==> config.mk <==
export PLATFORM = sky130hd
export DESIGN_NAME = rr_collector
export DESIGN_NICKNAME = d
export VERILOG_FILES = /design/src/rtl/rr_collector_pkg.sv /design/src/rtl/rr_collector_out_reg.sv /design/src/rtl/rr_collector.sv
export SDC_FILE = /design/constraint.sdc
export NUM_CORES = 1
export LEC_CHECK = 0
export CAP_MARGIN = 5
export CORE_MARGIN = 3
export CORE_UTILIZATION = 35
export CTS_BUF_LIST = sky130_fd_sc_hd__clkbuf_16
export DETAILED_ROUTE_END_ITERATION = 7
export PLACE_DENSITY = 0.78
export SLEW_MARGIN = 20
export SYNTH_ARGS = -nofsm -noshare
export SYNTH_HDL_FRONTEND = slang
export SYNTH_SLANG_ARGS = --single-unit
==> constraint.sdc <==
create_clock -name clk -period 1.8 [get_ports clk]
set_clock_uncertainty 0.15 [all_clocks]
set_input_delay 0.54 -clock clk [delete_from_list [all_inputs] [get_ports clk]]
set_output_delay 0.54 -clock clk [all_outputs]
set_load 0.03 [all_outputs]
==> src/rtl/rr_collector_pkg.sv <==
// rr_collector_pkg: shared helpers for the round-robin result collector.
//   idx_width(n) - width of a lane index, never narrower than one bit.
//   lane_idx_t   - generous lane-index container for code that handles indices
//                  before they are sliced down to idx_width(NUM_LANES).
package rr_collector_pkg;

    localparam int LANE_IDX_MAX_W = 16;

    typedef logic [LANE_IDX_MAX_W-1:0] lane_idx_t;

    // A single-lane collector still carries a 1-bit (constant 0) index.
    function automatic int idx_width(input int n);
        return (n > 1) ? $clog2(n) : 1;
    endfunction

endpackage

==> src/rtl/rr_collector_out_reg.sv <==
// Purpose: one-entry valid/ready output register holding a result word plus its source lane.
// Latency: one cycle from load to out_valid; the payload is registered only, with no bypass.
// Backpressure: load_ok drops while a word is held and out_ready is low; the payload stays stable.
//
// Ports:
//   clk, rst_n    clock, synchronous active-low reset
//   in_vld        load strobe (the caller only asserts it while load_ok is high)
//   in_dat/in_idx payload to load
//   load_ok       register is empty or is being drained this cycle
//   out_data, out_lane_idx, out_valid, out_ready   downstream valid/ready stream
module rr_collector_out_reg #(
    parameter int DATA_WIDTH = 32,
    parameter int IDX_W      = 1
) (
    input  logic                  clk,
    input  logic                  rst_n,
    input  logic                  in_vld,
    input  logic [DATA_WIDTH-1:0] in_dat,
    input  logic [IDX_W-1:0]      in_idx,
    output logic                  load_ok,
    output logic [DATA_WIDTH-1:0] out_data,
    output logic [IDX_W-1:0]      out_lane_idx,
    output logic                  out_valid,
    input  logic                  out_ready
);

    assign load_ok = ~out_valid | out_ready;

    always_ff @(posedge clk) begin
        if (!rst_n) begin
            out_valid    <= 1'b0;
            out_data     <= '0;
            out_lane_idx <= '0;
        end else if (in_vld) begin
            // Covers the simultaneous drain-and-refill case: valid stays high.
            out_valid    <= 1'b1;
            out_data     <= in_dat;
            out_lane_idx <= in_idx;
        end else if (out_ready) begin
            out_valid    <= 1'b0;
        end
    end

endmodule

==> src/rtl/rr_collector.sv <==
// Purpose: in-order gatherer of results from NUM_LANES lanes that were issued work round-robin.
// Latency: one cycle from lane accept to out_valid; one word per cycle at full throughput.
// Backpressure: only the expected lane sees ready, and only while the output register can load.
//
// Optional feature: define RR_COLLECTOR_TIMEOUT_EN to enable the stall watchdog (timeout_err).
//
// Ports:
//   clk, rst_n      clock, synchronous active-low reset
//   lane_data       lane i result at [i*DATA_WIDTH +: DATA_WIDTH]
//   lane_valid      per-lane result valid
//   lane_ready      per-lane accept; only the expected lane can be ready
//   out_data        merged result, issue order
//   out_lane_idx    source lane of out_data
//   out_valid       out_data holds a result
//   out_ready       downstream accepts
//   expect_one_hot  one-hot pointer to the lane whose turn it is
//   timeout_err     sticky stall error (constant 0 without the watchdog)
module rr_collector
    import rr_collector_pkg::*;
#(
    parameter int  NUM_LANES      = 2,
    parameter int  DATA_WIDTH     = 32,
    parameter int  TIMEOUT_CYCLES = 1024,
    localparam int IDX_W          = idx_width(NUM_LANES)
) (
    input  logic                            clk,
    input  logic                            rst_n,
    input  logic [NUM_LANES*DATA_WIDTH-1:0] lane_data,
    input  logic [NUM_LANES-1:0]            lane_valid,
    output logic [NUM_LANES-1:0]            lane_ready,
    output logic [DATA_WIDTH-1:0]           out_data,
    output logic [IDX_W-1:0]                out_lane_idx,
    output logic                            out_valid,
    input  logic                            out_ready,
    output logic [NUM_LANES-1:0]            expect_one_hot,
    output logic                            timeout_err
);

    logic [NUM_LANES-1:0]  expect_q;
    logic                  load_ok;
    logic                  xfer_vld;
    logic [DATA_WIDTH-1:0] sel_dat;
    logic [IDX_W-1:0]      sel_idx;

    // rst_n gates ready so a lane never believes a word was taken during reset.
    assign lane_ready = expect_q & {NUM_LANES{load_ok & rst_n}};
    assign xfer_vld   = |(lane_valid & lane_ready);

    // One-hot AND-OR mux and one-hot to index encode; the pointer is
    // always exactly one-hot, so no priority is needed.
    always_comb begin
        sel_dat = '0;
        sel_idx = '0;
        for (int i = 0; i < NUM_LANES; i++) begin
            sel_dat = sel_dat | (lane_data[i*DATA_WIDTH +: DATA_WIDTH] & {DATA_WIDTH{expect_q[i]}});
            if (expect_q[i]) begin
                sel_idx = sel_idx | IDX_W'(i);
            end
        end
    end

    // Turn pointer: rotate left on every accepted word, holding otherwise.
    if (NUM_LANES == 1) begin : g_single
        assign expect_q = 1'b1;
    end else begin : g_multi
        always_ff @(posedge clk) begin
            if (!rst_n) begin
                expect_q <= NUM_LANES'(1);
            end else if (xfer_vld) begin
                expect_q <= {expect_q[NUM_LANES-2:0], expect_q[NUM_LANES-1]};
            end
        end
    end

    assign expect_one_hot = expect_q;

    rr_collector_out_reg #(
        .DATA_WIDTH (DATA_WIDTH),
        .IDX_W      (IDX_W)
    ) u_out_reg (
        .clk          (clk),
        .rst_n        (rst_n),
        .in_vld       (xfer_vld),
        .in_dat       (sel_dat),
        .in_idx       (sel_idx),
        .load_ok      (load_ok),
        .out_data     (out_data),
        .out_lane_idx (out_lane_idx),
        .out_valid    (out_valid),
        .out_ready    (out_ready)
    );

`ifdef RR_COLLECTOR_TIMEOUT_EN
    localparam int CNT_W = $clog2(TIMEOUT_CYCLES + 1);

    logic [CNT_W-1:0] stall_cnt;
    logic             stall;
    logic             timeout_q;

    // A stall is only charged while we could take a word but the expected
    // lane has nothing; downstream backpressure is not the lane's fault.
    assign stall = load_ok & ~|(lane_valid & expect_q);

    always_ff @(posedge clk) begin
        if (!rst_n) begin
            stall_cnt <= '0;
            timeout_q <= 1'b0;
        end else begin
            if (xfer_vld) begin
                stall_cnt <= '0;
            end else if (stall && (stall_cnt != CNT_W'(TIMEOUT_CYCLES))) begin
                // Saturates at the limit so the counter never wraps.
                stall_cnt <= stall_cnt + CNT_W'(1);
            end
            if (stall_cnt == CNT_W'(TIMEOUT_CYCLES)) begin
                timeout_q <= 1'b1;
            end
        end
    end

    assign timeout_err = timeout_q;
`else
    assign timeout_err = 1'b0;
`endif

endmodule
# == Yosys cells after proc, flatten, opt, wreduce, memory -nomap -nowiden ==
# Cells that the tools add are included.
# word_totals
inputBits,69
elab_cells,17
regBits,36
out_inout_bits,39
# classes
bitwise_logic,8
n_mux,3
reduce_logical,2
# ops
operator,count
$and A32 B32 Y32,2
$or A32 B32 Y32,1
$and A2 B2 Y2,2
$mux W1,3
$reduce_bool A2 Y1,1
$reduce_or A2 Y1,1
$and A1 B1 Y1,1
$not A1 Y1,1
$or A1 B1 Y1,1

# == Longest topological paths before layout ==
# Gate-level depths: netlist of the first run.
# depth
ltp_word,7
depth_mapped,6
ltp_nobuf,3

# == Hierarchy ==
# A second synthesis of the first run with hierarchy kept.
# unflattened
hier_cells,169
hier_area_um2,1833.0
# by_module_without_submodules
mod,instances,area_per_inst_um2,seq_area_each_um2,cells_per_inst
rr_collector_out_reg,1,1317.5,680.7,110
rr_collector,1,515.5,40.0,59

# == Least setup slack after synthesis of the first run ==
# OpenSTA, ideal clock, no wires.
# synth_path
kind,register to output
start,"register expect_q[0], in the netlist expect_one_hot[0]"
end,output lane_ready[0]
stages_incl_launch_ff,4
t_required_ns,1.110
n_path_buf,2
setup_slack_ns,-0.194
arrival_ns,1.304
path_cell_list,dfxtp_1 buf_6 clkbuf_1 and3_1
# synth_between
elab_chain_cells,1
# synth_lines
item,line,source
"start, declared",rr_collector.sv:39,logic [NUM_LANES-1:0] expect_q;
"start signal, assigned",rr_collector.sv:70,"expect_q <= {expect_q[NUM_LANES-2:0], expect_q[NUM_LANES-1]};"
$and A2 B2 Y2,rr_collector.sv:46,assign lane_ready = expect_q & {NUM_LANES{load_ok & rst_n}};
"end, declared",rr_collector.sv:30,"output logic [NUM_LANES-1:0] lane_ready,"
# Every way passes these cells.

# == Final worst setup path of the first run ==
# layout_path
start,input out_ready
end,output lane_ready[0]
# layout_between
elab_chain_cells,3
# layout_lines
item,line,source
"start, declared",rr_collector.sv:34,"input logic out_ready,"
$or A1 B1 Y1,rr_collector_out_reg.sv:27,assign load_ok = ~out_valid | out_ready;
$and A1 B1 Y1,rr_collector.sv:46,
$and A2 B2 Y2,rr_collector.sv:46,
# Every way passes these cells.

==> flow_summary.json, run 1 <==
{
  "worst_slack_ns": 0.0302,
  "antennaDiodeCount": 0,
  "place_hpwl_um": 3550,
  "cp-start-kind": "primary input",
  "cts_sinks": 36,
  "grt_pass1_vias": 1540,
  "clock-root-buffer": "clkbuf_16",
  "crit_arrival_ns": 1.08,
  "critPathMaxFanout": 3,
  "drv_slew": 0,
  "setup_viol": 0,
  "yosysWarnings": 0,
  "syn-cell-area_um2": 1670,
  "synth_top_area_frac": 0.432,
  "synthCells": 169,
  "power.density_nw_per_um2": 903,
  "synth_nets": 238,
  "rsz0062_at_grt": "no",
  "cts_buffer_depth": 2,
  "h-tree-depth": 2,
  "grt_usage": 0.159,
  "ant_nets": 0,
  "final_util": 0.645,
  "fmax_mhz": 565,
  "clk_pin_slew_ns": 0.05,
  "worst-r2r-cell-count": 4,
  "num_vias": 1636,
  "p_leak_nw": 1.26,
  "grt_antenna_before_repair": 0,
  "die_x_um": 75.0,
  "numCtsBuffers": 5,
  "mostFrequentLayoutCell": "clkdlybuf4s50_1",
  "gp_congestion": 0.799,
  "drcViolationCount": 0,
  "die_area_um2": 5630,
  "wl_per_cell_um": 13.9,
  "fin_area_um2": 2890,
  "core_area_um2": 4470,
  "synth_area_leader_cell": "dfxtp_1",
  "fin_crit_sh": 0.983,
  "worstPathRequired_ns": 1.11,
  "die_h_um": 75.0,
  "drt-initial-drc-count": 63,
  "status": "finished, final reports clean",
  "grt_max_degree": 38,
  "power.total_w": 0.00261,
  "cts_tree": "built",
  "clk_latency_ns": 0.27,
  "postCtsSetupRepairBufs": 0,
  "worst-setup-path-type": "in2out",
  "synth.area.top_cells": "dfxtp_1 (43%), mux2i_1 (19%), a22oi_1 (14%)",
  "drt_first_pass_iters": 4,
  "grt.overflow.total": 0,
  "synth-seq-area-share": 0.432,
  "yosys_register_bits": 36,
  "synthToLayoutAreaGrowth_pct": 73.1,
  "final_nets": 343,
  "pre_cts_ws_ns": -0.358,
  "avgViaCountPerCell": 5.02,
  "grt_first_pass_wirelength_um": 6960,
  "vdd_drop_max_uv": 466,
  "cap_violations": 0,
  "io_pins": 108,
  "hold_viol": 0,
  "io_buffers": 106,
  "drive_gt1_frac": 0.106,
  "hold_path_class": "reg2reg",
  "initial_utilization": 0.373,
  "min_path_cells": 2,
  "cp-end-kind": "output pin",
  "fin_crit_ns": 1.77,
  "final_cell_mix": "clkdlybuf4s50_1 (66), dfxtp_1 (35), dlygate4sd2_1 (34), nand2_1 (33)",
  "wl_um": 4550,
  "ys_types": 22,
  "avgSynthCellArea_um2": 9.87,
  "placed_cell_area_um2": 2780,
  "rows": 24
}
-- final cells by class --
class | instances | area, µm²
multi-input cells | 113 | 817
fillers | 387 | 1590
flip-flops and latches | 36 | 722
well taps | 52 | 65.1
clock inverters | 2 | 8.76
inverters | 1 | 3.75
clock buffers | 5 | 125
repair buffers | 117 | 1140
-- sequential cells by signal, indices dropped and copies added, names as in the netlist --
signal,count
u_out_reg.out_valid,1
u_out_reg.out_data,32
u_out_reg.out_lane_idx,1
expect_one_hot,2
-- where the power goes --
part	switching (W)	leakage, nW	internal [W]
Clock	0.000282	0.0709	0.000496
Combinational	0.000462	0.897	0.000413
Sequential	0.0000522	0.296	0.000901
-- cells by family after synthesis --
family                 share of synthesized area
and+or+nand+nor                            0.107
AOI/OAI and AO/OA                          0.178
DFF                                        0.432
muxes                                      0.192
buffers and inverters                     0.0885
other                                    0.00225
-- cells in the mapped netlist (all sizes together) --
cell,instances
nand3b,1
clkbuf,11
dfxtp,36
and2,1
a22oi,32
a41o,1
and3,3
conb,1
nand2b,2
nand2,33
mux2i,32
buf,8
a21oi,3
o21ai,1
inv,1
a311oi,1
nand3,1
a22o,1
-- worst max-delay path, stage by stage --
cell and delay [ns]:
buf_6 0.09, nand2b_4 0.14, and3_4 0.18, buf_6 0.13
-- final timing paths --
kind / startpoint / end / slack, ns
max reg2reg: expect_one_hot[1]$_SDFFE_PN0P_ / u_out_reg.out_data[13]$_SDFFE_PN0P_ / 0.37
min: u_out_reg.out_data[14]$_SDFFE_PN0P_ / u_out_reg.out_data[14]$_SDFFE_PN0P_ / 0.30
min reg2reg: u_out_reg.out_data[14]$_SDFFE_PN0P_ / u_out_reg.out_data[14]$_SDFFE_PN0P_ / 0.30
max: out_ready / lane_ready[0] / 0.03
-- through the flow --
| stage | hold WS (ns) | cells | setup TNS [ns] |
|---|---|---|---|
| final | 0.300 | 326 | 0 |
| after global routing | 0.321 | 326 | 0 |
| after CTS | 0.304 | 326 | 0 |
| after detailed placement | 0.296 | 319 | -10.37 |
| after global placement | 0.291 | 319 | -9.65 |
| after floorplan | 0.433 | 169 | -0.00217 |
-- timing repair --
item / 4_1_cts / 5_1_grt
endpoints found under the hold margin: 0 / 0
setup endpoints to repair: 61 / 2
resized for setup: 42 / 3
hold buffers: 0 / 0
-- routing by layer --
layer | track usage | up-vias | routed length, µm
li1 | - | 816 | -
met1 | 0.165 | 758 | 1760
met2 | 0.290 | 58 | 2340
met3 | 0.0694 | 4 | 421
met4 | 0.0395 | 0 | 24
met5 | 0 | - | 0
Power figures use the tool's default switching activity.
==> run 2: changes to the inputs <==
--- a/config.mk
+++ b/config.mk
@@ -11,6 +11,7 @@
 export CTS_BUF_LIST = sky130_fd_sc_hd__clkbuf_16
 export DETAILED_ROUTE_END_ITERATION = 7
 export PLACE_DENSITY = 0.78
+export RECOVER_POWER = 25
 export SLEW_MARGIN = 20
 export SYNTH_ARGS = -nofsm -noshare
 export SYNTH_HDL_FRONTEND = slang
==> flow_summary.json, run 2 (synthesis gave the netlist of run 1 again) <==
{
  "max_stage_delay_ns": 0.18,
  "final_nets": 343,
  "pre_cts_ws_ns": -0.358,
  "power.density_nw_per_um2": 903,
  "largest_register_ffs": 32,
  "core_area_um2": 4470,
  "vdd_drop_max_uv": 466,
  "initial_utilization": 0.373,
  "die_x_um": 75.0,
  "rsz0062_at_grt": "no",
  "cap_violations": 0,
  "wl_um": 4550,
  "setup_viol": 0,
  "worst-setup-path-type": "in2out",
  "hold_path_class": "reg2reg",
  "h-tree-depth": 2,
  "cp-start-kind": "primary input",
  "clk_pin_slew_ns": 0.05,
  "cpMostUsedCell": "buf_6",
  "critPathMaxFanout": 3,
  "numCtsBuffers": 5,
  "fin_crit_sh": 0.983,
  "wl_per_cell_um": 13.9,
  "die_h_um": 75.0,
  "cts_tree": "built",
  "clock-root-buffer": "clkbuf_16",
  "cp-end-kind": "output pin",
  "antennaDiodeCount": 0,
  "crit_chain": "buf_6, nand2b_4, and3_4, buf_6",
  "die_area_um2": 5630,
  "worstPathRequired_ns": 1.11,
  "regMostFlops": "u_out_reg.out_data",
  "drt_first_pass_iters": 4,
  "place_hpwl_um": 3550,
  "drt-initial-drc-count": 82,
  "ant_nets": 0,
  "io_buffers": 106,
  "cp_slowest_cell": "and3_4",
  "hold_viol": 0,
  "fmax_mhz": 565,
  "gp_congestion": 0.799,
  "drive_gt1_frac": 0.0985,
  "final_cell_mix": "clkdlybuf4s50_1 (66), dfxtp_1 (36), dlygate4sd2_1 (34), nand2_1 (33)",
  "grt_antenna_before_repair": 0,
  "mostFrequentLayoutCell": "clkdlybuf4s50_1",
  "cts_sinks": 36,
  "rows": 24,
  "cp_num_buf_inv": 2,
  "final_util": 0.643,
  "drcViolationCount": 0,
  "grt_max_degree": 38,
  "drv_slew": 0,
  "io_pins": 108,
  "grt_usage": 0.159,
  "cts_buffer_depth": 2,
  "status": "finished, final reports clean",
  "grt_pass1_vias": 1540,
  "num_vias": 1643,
  "crit_arrival_ns": 1.08,
  "path_delay_family": "simple AND/OR/NAND/NOR gates",
  "fin_crit_ns": 1.77,
  "grt.overflow.total": 0,
  "avgViaCountPerCell": 5.04,
  "reg2reg_setup_slack_ns": 0.37,
  "worst_slack_ns": 0.0311,
  "setup_tns_ns": 0,
  "synthToLayoutAreaGrowth_pct": 72.6,
  "p_leak_nw": 1.26,
  "clk_latency_ns": 0.27,
  "grt_first_pass_wirelength_um": 6960
}
[run 2: metal layers]
layer / up-vias / part of all wire / track usage / routed length, µm
li1: 817 / - / - / -
met1: 763 / 0.39 / 0.165 / 1760
met2: 59 / 0.51 / 0.290 / 2340
met3: 4 / 0.093 / 0.0694 / 423
met4: 0 / 0.0053 / 0.0395 / 24
met5: - / 0 / 0 / 0
[run 2: path summary, 6_finish.rpt]
kind	start	to	depth (start not counted)
setup / recovery	out_ready	lane_ready[0]	4
hold / removal	u_out_reg.out_data[14]$_SDFFE_PN0P_	u_out_reg.out_data[14]$_SDFFE_PN0P_	2
setup reg to reg	expect_one_hot[1]$_SDFFE_PN0P_	u_out_reg.out_data[13]$_SDFFE_PN0P_	4
hold reg to reg	u_out_reg.out_data[14]$_SDFFE_PN0P_	u_out_reg.out_data[14]$_SDFFE_PN0P_	2
[run 2: layout make-up]
type,count,area (µm²)
clock buffers,5,125
clock inverters,2,8.76
fillers,389,1600
inverters,1,3.75
multi-input cells,113,817
flip-flops and latches,36,721
well taps,52,65.1
repair buffers,117,1140
[run 2: worst min-delay path: cells and delay by family, from the launching register on]
| family | cells | cell delay, ns |
|---|---|---|
| DFF | 1 | 0.30 |
| and+or+nand+nor | 1 | 0.05 |
| muxes | 1 | 0.05 |
[run 2: where the power goes]
part | total [W] | leakage (nW) | switching [W] | internal [W]
sequential | 0.000952 | 0.297 | 0.0000520 | 0.000900
combinational | 0.000871 | 0.891 | 0.000462 | 0.000409
clock | 0.000778 | 0.0709 | 0.000282 | 0.000496
[run 2: through the flow]
stage | area, µm² | std cells | hold slack (ns) | power [W]
5_1_grt | 2880 | 326 | 0.321 | 0.00273
6_report | 2880 | 326 | 0.300 | 0.00260
3_3_place_gp | 2780 | 319 | 0.291 | 0.00190
2_1_floorplan | 1680 | 169 | 0.433 | 0.00149
3_5_place_dp | 2780 | 319 | 0.296 | 0.00191
4_1_cts | 2880 | 326 | 0.304 | 0.00264
[run 2: timing repair]
item                       CTS  global route
hold buffers                 0             0
buffers inserted             0             0
setup endpoints to repair   61             2
cloned                       0             0
resized for setup           42             3
hold endpoints to repair     0             0
==> run 3: changes to the inputs <==
--- a/config.mk
+++ b/config.mk
@@ -7,10 +7,10 @@
 export LEC_CHECK = 0
 export CAP_MARGIN = 5
 export CORE_MARGIN = 3
-export CORE_UTILIZATION = 35
+export CORE_UTILIZATION = 36
 export CTS_BUF_LIST = sky130_fd_sc_hd__clkbuf_16
 export DETAILED_ROUTE_END_ITERATION = 7
-export PLACE_DENSITY = 0.78
+export PLACE_DENSITY = 0.8
 export RECOVER_POWER = 25
 export SLEW_MARGIN = 20
 export SYNTH_ARGS = -nofsm -noshare
==> flow_summary.json, run 3 (synthesis gave the netlist of run 1 again) <==
{
  "status": "finished, final reports clean",
  "wl_per_cell_um": 14.1,
  "pwr-share-comb": 0.310,
  "final_cell_mix": "clkdlybuf4s50_1 (66), dfxtp_1 (34), nand2_1 (33), dlygate4sd2_1 (33)",
  "cap_violations": 0,
  "place_inst": 319,
  "cts_buffer_depth": 2,
  "p_leak_nw": 1.26,
  "multi_input_area_um2": 817,
  "drv_slew": 0,
  "cp-start-kind": "primary input",
  "clk_latency_ns": 0.27,
  "fin_crit_sh": 0.986,
  "rows": 24,
  "power.density_nw_per_um2": 952,
  "grt_pass1_vias": 1568,
  "drt-initial-drc-count": 86,
  "setup_viol": 0,
  "drive_gt1_frac": 0.105,
  "grt_antenna_before_repair": 0,
  "vdd_drop_max_uv": 625,
  "die_x_um": 74.1,
  "regMostFlops": "u_out_reg.out_data",
  "fin_crit_ns": 1.78,
  "synthToLayoutAreaGrowth_pct": 73.1,
  "nFillCells": 389,
  "hold_ws_ns": 0.301,
  "cp_slowest_cell": "and3_4",
  "hold_buffers": 0,
  "crit_arrival_ns": 1.09,
  "die_area_um2": 5490,
  "cts_tree": "built",
  "io_buffers": 106,
  "drcViolationCount": 0,
  "internal_power_w": 0.00194,
  "p_sw_w": 0.000805,
  "mostFrequentLayoutCell": "clkdlybuf4s50_1",
  "largest_register_ffs": 32,
  "power.total_w": 0.00275,
  "clk_pin_slew_ns": 0.05,
  "seq_power_share": 0.348,
  "hold_viol": 0,
  "grt_max_degree": 38,
  "core_area_um2": 4410,
  "switching_share": 0.293,
  "numCtsBuffers": 5,
  "rsz0062_at_grt": "no",
  "ant_nets": 0,
  "wl_um": 4600,
  "drt_first_pass_iters": 4,
  "initial_utilization": 0.378,
  "worst-setup-path-type": "in2out",
  "grt_first_pass_wirelength_um": 7200,
  "cp-end-kind": "output pin",
  "antennaDiodeCount": 0,
  "hold_path_class": "reg2reg",
  "cts_sinks": 36,
  "place_hpwl_um": 3500,
  "critPathMaxFanout": 3,
  "clock-root-buffer": "clkbuf_16",
  "instances_no_fill": 327,
  "final_nets": 343,
  "avgViaCountPerCell": 4.94,
  "postCtsSetupRepairBufs": 0,
  "die_h_um": 74.1,
  "clock_power_share": 0.341,
  "grt.overflow.total": 0,
  "io_pins": 108,
  "h-tree-depth": 2,
  "worstPathRequired_ns": 1.11,
  "num_vias": 1614,
  "fmax_mhz": 563,
  "max_stage_delay_ns": 0.18,
  "grt_usage": 0.168,
  "crit_chain": "buf_2, nand2b_4, and3_4, buf_6",
  "gp_congestion": 0.748,
  "regArea_um2": 723,
  "setup_tns_ns": 0
}
==> run 3: stage by stage <==
step                      area (µm²)   util  setup slack [ns]
after global routing            2890  0.654           0.00299
after floorplan                 1680      -          -0.00217
after CTS                       2900  0.657            0.0110
final                           2890  0.654            0.0243
after detailed placement        2770  0.627            -0.371
after global placement          2770  0.627            -0.354
==> run 3: worst paths after layout <==
check	start	endpoint	slack (ns)	depth (start not counted)
worst max-delay path	out_ready	lane_ready[1]	0.02	4
worst min register to register	u_out_reg.out_data[6]$_SDFFE_PN0P_	u_out_reg.out_data[6]$_SDFFE_PN0P_	0.30	2
worst min-delay path	u_out_reg.out_data[6]$_SDFFE_PN0P_	u_out_reg.out_data[6]$_SDFFE_PN0P_	0.30	2
worst max register to register	expect_one_hot[0]$_SDFFE_PN1P_	u_out_reg.out_data[28]$_SDFFE_PN0P_	0.40	4
==> run 3: metal layers <==
layer | track usage | wire, µm
met5 | 0 | 0
met2 | 0.311 | 2320
met3 | 0.0554 | 434
met1 | 0.184 | 1810
met4 | 0.0423 | 33
==> run 3: cell type report <==
| cell class | instances | area share |
|---|---|---|
| clock buffer | 5 | 0.0433 |
| timing repair buffer | 117 | 0.386 |
| multi-input combinational | 113 | 0.283 |
| clock inverter | 3 | 0.0134 |
| tap | 52 | 0.0225 |
| sequential | 36 | 0.251 |
| inverter | 1 | 0.00130 |
==> run 3: power groups by stage <==
stage	Sequential (W)	Combinational, W	Clock [W]
after global routing	0.000970	0.000915	0.00100
after CTS	0.000957	0.000872	0.000958
after global placement	0.000970	0.000917	0
after detailed placement	0.000976	0.000930	0
final	0.000957	0.000853	0.000938
after floorplan	0.00116	0.000334	0
==> run 3: critical path: cells and delay by family <==
family / cells / cell delay (ns)
buffers and inverters: 2 / 0.23
AND/OR/NAND/NOR: 2 / 0.31
==> run 3: what timing repair did <==
item                       CTS  global route
pin swaps                    0             1
setup endpoints to repair   67             6
resized for setup           42             3
gates cloned                 0             0
hold endpoints to repair     0             0
